[src/rtl/sme_arbiter.sv]
// Two-requester round-robin front end for one shared string-matching engine.
// Define SME_ARB_TIMEOUT_EN to abort a job after TIMEOUT_CYCLES cycles in WAIT.
module sme_arbiter #(
    parameter int unsigned TIMEOUT_CYCLES = 255
) (
    input  logic       clk,
    input  logic       reset,
    input  logic [1:0] req,
    output logic [1:0] gnt,
    input  logic [7:0] chardata0,
    input  logic [7:0] chardata1,
    input  logic       isstring0,
    input  logic       isstring1,
    input  logic       ispattern0,
    input  logic       ispattern1,
    output logic [1:0] done,
    output logic       res_match,
    output logic [4:0] res_index,
    output logic       res_timeout,
    output logic [7:0] sme_chardata,
    output logic       sme_isstring,
    output logic       sme_ispattern,
    input  logic       sme_valid,
    input  logic       sme_match,
    input  logic [4:0] sme_match_index,
    output logic       busy
);

    typedef enum logic [2:0] {StIdle, StStream, StWait, StReport, StGap} state_e;

    state_e     state;
    logic       last_gnt;  // 1: requester 1 was served last
    logic       seen_char;
    logic [7:0] sel_char;
    logic       sel_str;
    logic       sel_pat;
    logic       pick1;

`ifdef SME_ARB_TIMEOUT_EN
    localparam logic [7:0] TimeoutLast = 8'(TIMEOUT_CYCLES - 1);
    logic [7:0] wait_cnt;
`else
    logic [7:0] unused_timeout;
    assign unused_timeout = 8'(TIMEOUT_CYCLES);
`endif

    always_comb begin
        sel_char = chardata0;
        sel_str  = isstring0;
        sel_pat  = ispattern0;
        if (gnt[1]) begin
            sel_char = chardata1;
            sel_str  = isstring1;
            sel_pat  = ispattern1;
        end
    end

    // On contention the requester not served last wins.
    assign pick1 = req[1] & (~req[0] | ~last_gnt);
    assign busy  = (state != StIdle);

    always_ff @(posedge clk or posedge reset) begin
        if (reset) begin
            state         <= StIdle;
            gnt           <= 2'b00;
            done          <= 2'b00;
            res_match     <= 1'b0;
            res_index     <= 5'd0;
            res_timeout   <= 1'b0;
            sme_chardata  <= 8'd0;
            sme_isstring  <= 1'b0;
            sme_ispattern <= 1'b0;
            last_gnt      <= 1'b1;
            seen_char     <= 1'b0;
`ifdef SME_ARB_TIMEOUT_EN
            wait_cnt      <= 8'd0;
`endif
        end else begin
            done <= 2'b00;
            unique case (state)
                StIdle: begin
                    if (|req) begin
                        gnt       <= pick1 ? 2'b10 : 2'b01;
                        seen_char <= 1'b0;
                        state     <= StStream;
                    end
                end
                StStream: begin
                    if (seen_char && !sel_str && !sel_pat) begin
                        sme_chardata  <= 8'd0;
                        sme_isstring  <= 1'b0;
                        sme_ispattern <= 1'b0;
                        state         <= StWait;
`ifdef SME_ARB_TIMEOUT_EN
                        wait_cnt      <= 8'd0;
`endif
                    end else begin
                        sme_chardata  <= sel_char;
                        sme_isstring  <= sel_str;
                        sme_ispattern <= sel_pat;
                        if (sel_str || sel_pat) seen_char <= 1'b1;
                    end
                end
                StWait: begin
                    if (sme_valid) begin
                        res_match   <= sme_match;
                        res_index   <= sme_match_index;
                        res_timeout <= 1'b0;
                        done        <= gnt;
                        state       <= StReport;
`ifdef SME_ARB_TIMEOUT_EN
                    end else if (wait_cnt == TimeoutLast) begin
                        res_match   <= 1'b0;
                        res_index   <= 5'd0;
                        res_timeout <= 1'b1;
                        done        <= gnt;
                        state       <= StReport;
                    end else begin
                        wait_cnt <= wait_cnt + 8'd1;
`endif
                    end
                end
                StReport: begin
                    last_gnt <= gnt[1];
                    gnt      <= 2'b00;
                    state    <= StGap;
                end
                StGap: begin
                    state <= StIdle;
                end
                default: begin
                    state <= StIdle;
                end
            endcase
        end
    end

endmodule

[config.mk]
export PLATFORM = sky130hd
export DESIGN_NAME = sme_arbiter
export DESIGN_NICKNAME = d
export VERILOG_FILES = /design/src/rtl/sme_arbiter.sv
export SDC_FILE = /design/constraint.sdc
export NUM_CORES = 1
export LEC_CHECK = 0
export BUFFER_PORTS_ARGS = -buffer_cell sky130_fd_sc_hd__buf_2
export CAP_MARGIN = 5
export CORE_MARGIN = 3
export CORE_UTILIZATION = 49
export DETAILED_ROUTE_END_ITERATION = 16
export GPL_TIMING_DRIVEN = 0
export PLACE_DENSITY_LB_ADDON = 0.15
export SLEW_MARGIN = 30
export SYNTH_ARGS = -nofsm -noshare
export SYNTH_HDL_FRONTEND = slang
export SYNTH_SLANG_ARGS = --single-unit
[constraint.sdc]
create_clock -name clk -period 3.54 [get_ports clk]
set_input_delay 0.708 -clock clk [delete_from_list [all_inputs] [get_ports clk]]
set_output_delay 0.708 -clock clk [all_outputs]
set_load 0.01 [all_outputs]
==> results of run 1 <==
cells in the mapped netlist, drive strengths merged, types with 2 or more instances:
master  number  area (sq um)
nand3        2         10.01
o31ai        8         60.06
and2         2         12.51
buf          6         45.04
a21oi        2         10.01
nand2       13         48.80
mux2i       10         100.1
dfrtp       24         600.6
nor3b        2         15.01
or3b         2         22.52
inv          4         15.01
mux2         7         78.83
o21ai        5         25.02
sequential cells by signal, indices dropped and copies added, names as in the netlist:
signal,cells
state,3
sme_ispattern,1
last_gnt,1
sme_chardata,8
seen_char,1
res_index,5
res_match,1
sme_isstring,1
done,2
gnt,2
how the worst min path moves through the flow:
stage / slack (ns) / startpoint / end / cells past startpoint
2_1_floorplan: 0.47 / seen_char / seen_char / 2
3_3_place_gp: 0.45 / sme_chardata[3] / sme_chardata[3] / 2
3_5_place_dp: 0.46 / sme_chardata[3] / sme_chardata[3] / 2
4_1_cts: 0.49 / sme_chardata[3] / sme_chardata[3] / 2
5_1_grt: 0.41 / reset / res_index[3] / 2
6_report: 0.39 / reset / res_index[3] / 2
per-stage QoR:
stage,utilization [%],power (mW),instance area [sq um],instances
6_report,66.39,1.196,1483,182
5_1_grt,66.39,1.308,1483,182
2_1_floorplan,-,0.8882,1162,99
3_5_place_dp,65.04,1.087,1453,178
4_1_cts,66.39,1.214,1483,182
3_3_place_gp,65.04,1.067,1453,178
report_power, final:
group          switching [mW]  total, mW  leakage [nW]  internal [mW]
registers              0.0702      0.484         0.311          0.414
logic                   0.298      0.584         0.456          0.285
clock network          0.0855      0.129        0.0139         0.0431
area by class of cell:
cell class | count | area [sq um] | share of cell area, %
inverter | 4 | 15.01 | 1.013
clock inverter | 1 | 7.507 | 0.5063
sequential | 25 | 626.9 | 42.28
tap | 28 | 35.03 | 2.363
clock buffer | 3 | 22.52 | 1.519
buffer | 6 | 45.04 | 3.038
multi-input combinational | 64 | 475.5 | 32.07
timing repair buffer | 51 | 255.2 | 17.22
cell usage in the layout (no fill, tap or decap), types with 2 or more instances in the layout:
cell type   n
a21oi_1     2
and2_1      2
buf_2      54
buf_6       2
clkbuf_4    3
dfrtp_1    24
inv_1       3
mux2_2      7
mux2i_1    10
nand2_1    13
nand3_1     2
nor3b_1     2
o21ai_0     5
o31ai_1     8
or3b_4      2
cells by family after synthesis:
family,count (synthesis),share of synthesized area (%)
buffers and inverters,10,5.166
other,1,0.3226
muxes,17,15.39
AOI/OAI and AO/OA,20,12.49
and+or+nand+nor,26,12.70
DFF,25,53.93
metal layers:
layer / vias to the layer above / GRT usage [%] / wire, um
met2: 21 / 30.31 / 1229
met5: - / 0 / 0
li1: 460 / - / -
met3: 2 / 2.452 / 125
met4: 0 / 7.469 / 12
met1: 456 / 20.10 / 979
==> out/metrics.csv, run 1 <==
stage,metric,value,unit
route,wl_per_cell,12.89,um
place,dp_slack,1.690,ns
sta,finalHoldViolCount,0,
sta,tns,0,ns
setup_path,critPathCaptureType,output port,
final_layout,nets,186,
setup_path,r2r_end,state[0],
setup_path,slowest_delay,0.46,ns
floorplanning,start_util,52.04,%
logic_synthesis,ys_warn_count,0,
setup_path,crit_slowest_cell,dfrtp_1,
route,drtPass1Iterations,3,
setup_path,startpoint_type,flop,
setup_path,required,2.83,ns
clock_network,worstSkewPairLatency,0.32,ns
pwr,p_leak,0.7809,nW
setup_path,rr_startpoint,gnt[1],
final_layout,n_antenna_cell,0,
logic_synthesis,yosysSeqAreaShare,53.93,%
status,status,completed,
logic_synthesis,synth.avg_cell_area,11.74,sq um
route,drc,0,
sta,whs,0.3946,ns
flow_run,maxCapViolCount,0,
global_routing,grt_remaining_overflow,0,
min_path,hold_path_class,in2async,
route,via_per_inst,5.159,
clock_network,hold_buffers,0,
final_layout,drive_gt1_share,48.05,%
global_routing,grt_max_degree,26,
logic_synthesis,syn_area,1162,sq um
global_routing,grt_pass1_wl,3622,um
setup_path,critPathKind,reg2out,
sta,maxSlewHeadroom,65.94,%
global_routing,antenna_found_initial,0,
global_routing,grt_usage,17.06,%
route,initialDrtViolationCount,4,
setup_path,cp.depth,3,
route,wirelength,2346,um
sta,rsz0062_at_grt,no,
place,portBuffers,51,
setup_path,crit_chain,nor3_1 > inv_1 > buf_2,
setup_path,critPathMaxFanout,7,
sta,min_period_over_period,59.95,%
logic_synthesis,synthesis.nets,130,
logic_synthesis,async_reset_ff_share,100.0,%
sta,worst_pin_slew,0.5101,ns
route,antenna_left,0,
clock_network,cts_tree,yes,
setup_path,crit_path_end,busy,
sta,fmax,471.2,MHz
setup_path,r2r_setup_slack,1.98,ns
floorplanning,dieArea,2993,sq um
clock_network,postCtsSetupRepairBufs,0,
floorplanning,dieWidth,54.71,um
sta,setup_viol,0,
logic_synthesis,synth_cells,99,
clock_network,clock_path_buffers,2,
sta,min_period,2.122,ns
logic_synthesis,yosys.cell_types.count,27,
setup_path,path_buf_inv,2,
sta,fin_ws,1.418,ns
clock_network,ctsResizeCount,0,
logic_synthesis,synth_ff_type,dfrtp_1,
final_layout,num-fill-cells,186,
pwr,ir_drop,0.6669,mV
floorplanning,fp.dieH,54.71,um
final_layout,area_delta_synth_final,27.56,%
setup_path,worstSetupStartpoint,state[0],
place,place.gp.congestion,0.8036,
logic_synthesis,synth_edf_count,0,
sta,fin_skew,0.009887,ns
sta,slew_viol_final,0,
floorplanning,std_cell_rows,17,
logic_synthesis,ys_seq_elements,25,
global_routing,grt_pass1_vias,899,
setup_path,crit_arrival,1.41,ns
clock_network,clk_pin_slew,0.14,ns
floorplanning,core_area,2233,sq um
clock_network,htree_levels,1,
setup_path,path_delay_family,flip-flops,
clock_network,root_buffer,clkbuf_4,
floorplanning,io_pins,53,
setup_path,rr_worst_depth,4,
clock_network,numClockSinks,25,
clock_network,cts_made_buffers,3,
route,vias,939,
place,place_hpwl,1848,um
pwr,p_per_area,806.8,nW/um^2
Power figures use the tool's default switching activity.
==> inputs of run 2 (changes only) <==
ABC_AREA = 1   (was default)
CORE_UTILIZATION = 46   (was 49)
clock period = 2.2 ns   (was 3.54 ns; I/O delays follow)
==> out/metrics.csv, run 2 <==
stage,metric,value,unit
status,status,completed,
floorplanning,dieArea,3200,sq um
sta,rsz0062_at_grt,no,
final_layout,layout_common_cells,"buf_2 (52), nand2_1 (25), dfrtp_1 (24)",
flow_run,maxCapViolCount,0,
logic_synthesis,synth_top_family_by_area,simple AND/OR/NAND/NOR gates,
setup_path,critPathKind,reg2out,
clock_network,root_buffer,clkbuf_4,
setup_path,critPathMaxFanout,5,
sta,worst_pin_slew,0.5238,ns
clock_network,cts_tree,yes,
logic_synthesis,yosysSeqAreaShare,53.30,%
setup_path,required,1.76,ns
clock_network,clock_path_buffers,2,
global_routing,grt_pass1_vias,990,
global_routing,antenna_found_initial,0,
final_layout,drive_gt1_share,43.02,%
sta,slew_viol_final,0,
final_layout,n_antenna_cell,0,
setup_path,startpoint_type,flop,
final_layout,area_delta_synth_final,26.91,%
logic_synthesis,synth_xor_area_share,0,%
sta,finalHoldViolCount,0,
logic_synthesis,synth.area.top_cells,"dfrtp_1 (51%), nand2_1 (8.0%), mux2i_1 (6.8%)",
clock_network,hold_buffers,0,
sta,min_period_over_period,72.91,%
setup_path,slowest_delay,0.45,ns
logic_synthesis,async_reset_ff_share,100.0,%
logic_synthesis,syn_area,1176,sq um
pwr,ir_drop,0.6956,mV
logic_synthesis,synth_top_area_share,51.06,%
logic_synthesis,synthSimpleGateAreaFrac,19.04,%
final_layout,regMostFlops,sme_chardata,
final_layout,largest_reg_flops,8,
global_routing,grt_remaining_overflow,0,
global_routing,grt_max_degree,26,
final_layout,largest_registers,"sme_chardata x8, res_index x5, state x3",
floorplanning,core_area,2318,sq um
logic_synthesis,synth.avg_cell_area,9.485,sq um
clock_network,cts_made_buffers,3,
setup_path,crit_arrival,1.16,ns
route,initialDrtViolationCount,20,
clock_network,numClockSinks,25,
place,portBuffers,51,
place,place.gp.congestion,0.7679,
pwr,p_per_area,1284,nW/um^2
setup_path,worstSetupStartpoint,state[0],
setup_path,critPathCaptureType,output port,
final_layout,multi_input_area,442.9,sq um
global_routing,grt_usage,16.95,%
route,via_per_inst,4.725,
min_path,hold_path_class,in2async,
route,antenna_left,0,
clock_network,ctsResizeCount,0,
sta,tns,0,ns
floorplanning,io_pins,53,
setup_path,crit_slowest_cell,dfrtp_1,
global_routing,grt_pass1_wl,4264,um
logic_synthesis,ys_seq_elements,25,
logic_synthesis,yosys.area.top_type,dfrtp_1,
pwr,total_power,1.916,mW
floorplanning,dieWidth,56.57,um
logic_synthesis,ys_warn_count,0,
logic_synthesis,synth-compound-area-share,11.49,%
sta,maxSlewHeadroom,65.03,%
route,wirelength,2413,um
final_layout,nets,211,
final_layout,num-fill-cells,218,
floorplanning,fp.dieH,56.57,um
clock_network,worstSkewPairLatency,0.31,ns
floorplanning,std_cell_rows,17,
route,wl_per_cell,11.66,um
logic_synthesis,yosys.cell_types.count,23,
logic_synthesis,synth_most_common_cell,nand2_1,
clock_network,clk_pin_slew,0.13,ns
setup_path,rr_startpoint,state[0],
route,drc,0,
logic_synthesis,synth_edf_count,0,
logic_synthesis,synthMuxAreaShare,6.809,%
logic_synthesis,ys_top_cells_by_count,"nand2_1 (25), dfrtp_1 (24), inv_1 (19)",
logic_synthesis,synthAdderAreaFrac,0,%
final_layout,seq_area,626.9,sq um
clock_network,htree_levels,1,
sta,setup_viol,0,
sta,min_period,1.604,ns
floorplanning,start_util,50.73,%
sta,whs,0.1490,ns
pwr,p_leak,0.8437,nW
sta,fmax,623.4,MHz
route,vias,978,
final_layout,mostFrequentLayoutCell,buf_2,
setup_path,crit_chain,nor2_4 > nand2_2 > buf_2,
logic_synthesis,synthesis.nets,155,
logic_synthesis,synth_cells,124,
sta,fin_skew,0.002170,ns
logic_synthesis,synth_ff_type,dfrtp_1,
place,place_hpwl,1848,um
clock_network,postCtsSetupRepairBufs,0,
route,drtPass1Iterations,4,
-- run 2: changes by cell type after synthesis, moves of 6 or more --
| cell | before | now |
|---|---|---|
| o21ai_0 | 5 | 12 |
| o31ai_1 | 8 | 0 |
| mux2_2 | 7 | 0 |
| inv_1 | 4 | 19 |
| o21ai_2 | 0 | 6 |
| nand2_1 | 13 | 25 |
-- run 2: layout make-up --
cell class | instances | area share [%]
buffer | 4 | 2.096
clock buffer | 4 | 1.760
inverter | 20 | 5.029
multi-input combinational | 75 | 29.67
sequential | 25 | 42.00
tap | 28 | 2.347
timing repair buffer | 51 | 17.10
-- run 2: routing by layer --
metal  wire, um  vias to the layer above  part of all wire, %  global-route usage, %
met1       1000                      451                   41                  20.18
met2       1271                       27                   53                  30.86
met5          0                        -                    0                      0
li1           -                      498                    -                      -
met4         21                        0                 0.87                  6.102
met3        119                        2                  4.9                  2.069
-- run 2: where the power goes --
group | internal (mW) | switching (mW) | total, mW
Clock | 0.0707 | 0.131 | 0.202
Combinational | 0.383 | 0.546 | 0.929
Sequential | 0.665 | 0.120 | 0.785
Total | 1.12 | 0.797 | 1.92
-- run 2: path summary, 6_finish.rpt --
check	endpoint	slack, ns	depth (start not counted)
setup / recovery	busy	0.60	3
hold / removal	res_index[4]	0.15	2
setup reg to reg	res_match	0.98	5
hold reg to reg	res_index[2]	0.49	2
max in group asynchronous	last_gnt	1.69	2
min in group clk	res_index[4]	0.35	3
-- run 2: cell families (layout without fill, tap and decap cells) --
family          after synthesis  in the layout
compound gates               22             22
mux                           8              8
flops                        25             25
simple gates                 44             44
buf+inv                      24             79
other cells                   1              1
-- run 2: worst max-delay path, delay by kind of cell (launching register included) --
kind / cells / cell delay [ns]
flip-flops: 1 / 0.45
AND/OR/NAND/NOR: 2 / 0.27
buffers and inverters: 1 / 0.14
-- run 2: through the flow --
| stage | cell area, sq um | cells | setup slack [ns] | utilization (%) |
|---|---|---|---|---|
| 5_1_grt | 1493 | 207 | 0.5278 | 64.38 |
| 3_5_place_dp | 1466 | 203 | 0.8661 | 63.25 |
| 6_report | 1493 | 207 | 0.5960 | 64.38 |
| 3_3_place_gp | 1466 | 203 | 0.8910 | 63.25 |
| 4_1_cts | 1493 | 207 | 0.5712 | 64.38 |
| 2_1_floorplan | 1176 | 124 | 1.097 | - |
